<file path="src/rtl/gray_pkg.sv">
// Shared definitions for the Gray-coded symbol sequencer and its receive-side
// monitor: bus width, Gray/binary conversion helpers and decoder state type.
package gray_pkg;

    localparam int GRAY_W = 5;

    typedef enum logic [1:0] {
        UNLOCKED,
        LOCKED,
        FAULT
    } dec_state_t;

    // Width-generic: callers zero-extend into 32 bits and truncate the result.
    function automatic logic [31:0] bin2gray(input logic [31:0] b);
        return b ^ (b >> 1);
    endfunction

    // Prefix XOR from the MSB down; leading zeros of a narrow code are harmless.
    function automatic logic [31:0] gray2bin(input logic [31:0] g);
        logic [31:0] b;
        b     = '0;
        b[31] = g[31];
        for (int unsigned i = 31; i > 0; i--) begin
            b[i-1] = b[i] ^ g[i-1];
        end
        return b;
    endfunction

endpackage

</file>
<file path="src/rtl/gray_state_decoder.sv">
// Receive-side monitor for the Gray-encoded symbol sequencer. Registers the
// sequencer's state bus and parity bit, decodes the Gray code to a binary
// step index, tracks legal progress (hold or +1 mod 2^GRAY_W), counts laps and
// flags illegal jumps or parity mismatches.
module gray_state_decoder #(
    parameter int GRAY_W = gray_pkg::GRAY_W,
    parameter int LAP_W  = 8
) (
    input  logic              clk,
    input  logic              reset,
    input  logic [GRAY_W-1:0] gray_in,
    input  logic              parity_in,
    input  logic              clear,
    output logic [GRAY_W-1:0] bin_out,
    output logic              locked,
    output logic              step,
    output logic              wrap,
    output logic [LAP_W-1:0]  lap_count,
    output logic              err_step,
    output logic              err_parity,
    output logic              err_sticky
);

    import gray_pkg::*;

    // Stage 1 registers
    logic [GRAY_W-1:0] r_g;
    logic              r_p;

    // Stage 2 registers
    dec_state_t        r_state;
    logic [GRAY_W-1:0] r_prev;
    logic [GRAY_W-1:0] r_bin;
    logic              r_step;
    logic              r_wrap;
    logic [LAP_W-1:0]  r_lap;
    logic              r_err_step;
    logic              r_err_parity;
    logic              r_err_sticky;

    // Stage 2 combinational results
    logic [GRAY_W-1:0] w_d;
    logic [GRAY_W-1:0] w_prev_inc;
    logic              w_pe;
    dec_state_t        w_state_nxt;
    logic [GRAY_W-1:0] w_prev_nxt;
    logic              w_step_nxt;
    logic              w_wrap_nxt;
    logic [LAP_W-1:0]  w_lap_nxt;
    logic              w_err_step_nxt;
    logic              w_err_parity_nxt;
    logic              w_sticky_nxt;

    assign w_d        = GRAY_W'(gray2bin(32'(r_g)));
    assign w_pe       = r_p != (^r_g[2:0]);
    assign w_prev_inc = r_prev + GRAY_W'(1);

    // Input capture stage
    always_ff @(posedge clk or posedge reset) begin
        if (reset) begin
            r_g <= '0;
            r_p <= 1'b0;
        end else begin
            r_g <= gray_in;
            r_p <= parity_in;
        end
    end

    // Next-state, pulse and status decision for the tracking FSM
    always_comb begin
        w_state_nxt      = r_state;
        w_prev_nxt       = (r_state == FAULT) ? r_prev : w_d;
        w_step_nxt       = 1'b0;
        w_wrap_nxt       = 1'b0;
        w_lap_nxt        = r_lap;
        w_err_step_nxt   = 1'b0;
        w_err_parity_nxt = 1'b0;
        w_sticky_nxt     = r_err_sticky;

        if (clear) begin
            w_state_nxt  = UNLOCKED;
            w_lap_nxt    = '0;
            w_sticky_nxt = 1'b0;
        end else begin
            case (r_state)
                UNLOCKED: begin
                    if ((w_d == '0) && !w_pe) begin
                        w_state_nxt = LOCKED;
                    end
                end
                LOCKED: begin
                    if (w_pe) begin
                        w_err_parity_nxt = 1'b1;
                        w_sticky_nxt     = 1'b1;
                        w_state_nxt      = FAULT;
                    end else if (w_d == r_prev) begin
                        w_step_nxt = 1'b0;
                    end else if (w_d == w_prev_inc) begin
                        // The increment wraps naturally, so 31->0 lands here too.
                        w_step_nxt = 1'b1;
                        if (r_prev == '1) begin
                            w_wrap_nxt = 1'b1;
                            if (r_lap != '1) begin
                                w_lap_nxt = r_lap + LAP_W'(1);
                            end
                        end
                    end else begin
                        w_err_step_nxt = 1'b1;
                        w_sticky_nxt   = 1'b1;
                        w_state_nxt    = FAULT;
                    end
                end
                default: begin
                    w_state_nxt = FAULT;
                end
            endcase
        end
    end

    // Decode stage: state, history and output registers
    always_ff @(posedge clk or posedge reset) begin
        if (reset) begin
            r_state      <= UNLOCKED;
            r_prev       <= '0;
            r_bin        <= '0;
            r_step       <= 1'b0;
            r_wrap       <= 1'b0;
            r_lap        <= '0;
            r_err_step   <= 1'b0;
            r_err_parity <= 1'b0;
            r_err_sticky <= 1'b0;
        end else begin
            r_state      <= w_state_nxt;
            r_prev       <= w_prev_nxt;
            r_bin        <= w_d;
            r_step       <= w_step_nxt;
            r_wrap       <= w_wrap_nxt;
            r_lap        <= w_lap_nxt;
            r_err_step   <= w_err_step_nxt;
            r_err_parity <= w_err_parity_nxt;
            r_err_sticky <= w_sticky_nxt;
        end
    end

    assign bin_out    = r_bin;
    assign locked     = (r_state == LOCKED);
    assign step       = r_step;
    assign wrap       = r_wrap;
    assign lap_count  = r_lap;
    assign err_step   = r_err_step;
    assign err_parity = r_err_parity;
    assign err_sticky = r_err_sticky;

endmodule

</file>
<file path="config.mk">
export PLATFORM = sky130hd
export DESIGN_NAME = gray_state_decoder
export DESIGN_NICKNAME = d
export VERILOG_FILES = /design/src/rtl/gray_pkg.sv /design/src/rtl/gray_state_decoder.sv
export SDC_FILE = /design/constraint.sdc
export NUM_CORES = 1
export LEC_CHECK = 0
export ABC_AREA = 1
export BUFFER_PORTS_ARGS = -buffer_cell sky130_fd_sc_hd__buf_4
export CAP_MARGIN = 30
export CORE_MARGIN = 10
export CORE_UTILIZATION = 49
export DETAILED_ROUTE_END_ITERATION = 8
export PLACE_DENSITY = 0.74
export REMOVE_ABC_BUFFERS = 1
export SLEW_MARGIN = 20
export SYNTH_ARGS = -nofsm -noshare
export SYNTH_HDL_FRONTEND = slang
export SYNTH_SLANG_ARGS = --single-unit
</file>
<file path="constraint.sdc">
create_clock -name clk -period 2.35 [get_ports clk]
set_input_delay 0.47 -clock clk [delete_from_list [all_inputs] [get_ports clk]]
set_output_delay 0.47 -clock clk [all_outputs]
set_load 0.02 [all_outputs]
</file>
==> impl_metrics.py <==
metrics = {
    "cts": {
        "cts.sinks": 31,
        "cts_tree": "done",
        "clk_path_buf_depth": 2,
        "h-tree-depth": 2,
        "cts-buffers-inserted": 5,
        "root_buffer": "clkbuf_4",
        "clk_pin_slew_ps": 90,
        "clkLatencyLatePin_ps": 340,
    },
    "worst_setup_path": {
        "path_max_fanout": 5,
        "endpoint_kind": "flip-flop",
        "r2r_cells": 18,
        "cp.arrival_ps": 2570,
        "worstPathCellList": "nand2_1, nand2_2, ha_4, inv_2, nand2_2, nand2_2, ha_4, inv_2, nand2_2, nand2_2, nor2_2, nand2_1, nor2_1, nand2_1, inv_2, buf_4, nand4_1, nand2_1",
        "crit_path_frequent_cell": "nand2_2",
        "startpoint_type": "flip-flop",
        "cpPeakStageDelay_ps": 410,
        "path_class": "reg -> reg",
        "worst_ep_required_time_ps": 2630,
        "crit_slowest_cell": "dfrtp_1",
    },
    "power_and_ir_drop": {
        "intPower_uw": 903,
        "sequentialPowerShare_pct": 46.6,
        "p_per_area_nw_per_um2": 643,
        "switching_power_uw": 420,
        "power_frac_comb_pct": 26.6,
        "leakage_nw": 1.16,
        "sw_frac_of_total_pct": 31.7,
        "max-vdd-ir-drop_uv": 380,
        "p_clk_share_pct": 26.8,
    },
    "logic_synthesis": {
        "synth-seq-area-share_pct": 48.9,
        "synth_cell_type_count": 20,
        "ys_async_sr_fraction_pct": 100,
        "synth_top_cells_by_count": "nand2_1, inv_1, dfrtp_1, nand3_1, nor2_1",
        "synth_cells": 194,
        "yosysWarnings": 0,
        "synth_edf_count": 0,
        "syn_area_um2": 1590,
        "yosys.area.top_type": "dfrtp_1",
        "yosysMostFrequentCell": "nand2_1",
        "synthDominantCellAreaShare_pct": 48.9,
        "synth_ff_type": "dfrtp_1",
        "synthTopCellsByArea": "dfrtp_1, nand2_1, inv_1",
        "ys_ff_latch": 31,
        "synth_area_per_cell_um2": 8.18,
    },
    "drt": {
        "routed_via_density": 4.85,
        "routed.top_layer": "met4",
        "dr.pass1.iters": 4,
        "drt_wl_total_um": 3370,
        "drtIter0Drc": 98,
        "dr_wl_met3_um": 266,
        "drc": 0,
        "detail-route-antenna-nets": 0,
        "met2WireLength_um": 1580,
        "met1Wirelength_um": 1460,
        "wl_per_cell_um": 11.8,
        "num_vias": 1383,
    },
    "timing": {
        "finalSetupViolations": 0,
        "relSlewSlack_pct": 63.0,
        "fmax_mhz": 437,
        "min_period_over_period_pct": 97.3,
        "final-hold-violation-count": 0,
        "min_period_ps": 2290,
        "rsz0062_at_grt": "yes",
        "worstMarginPinSlew_ps": 553,
        "timing.final.ws_setup_ps": 63.4,
        "maxSlewViolCount": 0,
        "skew_ps": 8.96,
    },
    "cells_and_area": {
        "antenna_cells": 0,
        "layout.nets": 254,
        "area_delta_synth_final_pct": 29.7,
        "drive_gt1_share_pct": 28.2,
        "final_util_pct": 66.9,
        "fin_cells": 285,
    },
    "global_routing": {
        "grt_pass1_vias": 1326,
        "antenna_found_initial": 0,
        "overflow": 0,
        "grt_use_total_pct": 11.8,
        "grt_max_degree": 32,
        "grt_pass1_wl_um": 5840,
    },
    "die": {
        "core_um2": 3080,
        "die_w_um": 76.9,
        "die_area_um2": 5910,
        "initial_utilization_pct": 51.5,
        "die_h_um": 76.9,
        "rows": 20,
        "ios": 28,
    },
    "placed_design": {
        "dp_hpwl_um": 2520,
        "gp_congestion": 0.833,
        "place_ws_ps": -86.8,
        "port_buffers": 27,
        "place_inst": 273,
    },
    "run_status": {
        "status": "completed",
    },
    "min_path": {
        "hold_path.class": "in -> async",
    },
    "job": {
        "max-cap-violations": 0,
    },
}
-- per-layer routing --
layer  GRT usage [%]  vias up
met3            4.90        5
met2            18.4       38
li1                -      701
met4            5.02        0
met1            14.0      639
met5               0        -
-- cells by family (layout without fill, tap and decap cells) --
family                   after synthesis  after routing  synth area share [%]
buffers and inverters                 38             85                  9.07
AND/OR/NAND/NOR                      100            100                  29.0
adder cells (fa/ha/maj)                5              5                  3.94
XOR/XNOR                              11             11                  6.07
flip-flops                            31             31                  48.9
AO/OA/AOI/OAI                          9              9                  3.00
-- registers in the layout, summed over array words and instances, names as in the netlist --
register / flops
r_g: 5
r_prev: 5
err_parity: 1
err_step: 1
err_sticky: 1
bin_out: 5
step: 1
r_state: 2
wrap: 1
r_p: 1
lap_count: 8
-- per-stage QoR --
| stage | instance area [µm²] | setup TNS [ps] | power [mW] | hold slack [ps] |
|---|---|---|---|---|
| after floorplan | 1580 | 0 | 0.828 | 448 |
| final | 2060 | 0 | 1.32 | 196 |
| after detailed placement | 1910 | -723 | 0.942 | 439 |
| after global placement | 1910 | 0 | 0.936 | 420 |
| after global routing | 2060 | -461 | 1.41 | 213 |
| after CTS | 2000 | 0 | 1.30 | 202 |
-- power by group through the flow --
stage / logic, mW / clock network (mW) / registers [mW]
after CTS: 0.322 / 0.366 / 0.616
after global placement: 0.309 / 0 / 0.626
after global routing: 0.397 / 0.388 / 0.625
final: 0.351 / 0.355 / 0.616
after floorplan: 0.188 / 0 / 0.640
after detailed placement: 0.314 / 0 / 0.628
-- final timing paths --
| path | start | endpoint | slack, ps |
|---|---|---|---|
| max in group asynchronous | reset | bin_out[2] | 1880 |
| hold reg to reg | err_sticky | err_sticky | 510 |
| setup reg to reg | r_g[4] | lap_count[1] | 60 |
| min in group clk | gray_in[4] | r_g[4] | 230 |
| hold / removal | reset | r_g[4] | 200 |
| setup / recovery | r_g[4] | lap_count[1] | 60 |
-- area by class of cell --
cell class / instances / area, µm²
well taps: 44 / 55.1
flip-flops and latches: 31 / 776
inverters: 37 / 139
clock buffers: 8 / 68.8
multi-input cells: 125 / 719
repair buffers: 40 / 300
fillers: 249 / 1020
-- repair_timing --
item,in CTS,in global routing
cloned,0,0
pin swaps,0,15
resized for setup,2,10
setup buffers,1,3
setup endpoints to repair,12,13
hold buffers,0,0
-- worst max-delay path, delay by kind of cell (launching register included) --
| kind | cells | cell delay (ps) |
|---|---|---|
| and+or+nand+nor | 12 | 940 |
| buffers and inverters | 4 | 310 |
| adders and majority gates | 2 | 570 |
| DFF | 1 | 410 |
-- layout by cell type (no fill, tap or decap), types with 5 or more instances in the layout --
| master | count |
|---|---|
| nand2_2 | 8 |
| buf_4 | 40 |
| nand4_1 | 11 |
| inv_1 | 31 |
| inv_2 | 5 |
| xor2_1 | 8 |
| o21ai_0 | 6 |
| clkbuf_4 | 5 |
| nand3_1 | 14 |
| nor2_1 | 13 |
| nand2_1 | 45 |
| dfrtp_1 | 31 |
No activity file was read; power rests on OpenSTA's default activity.
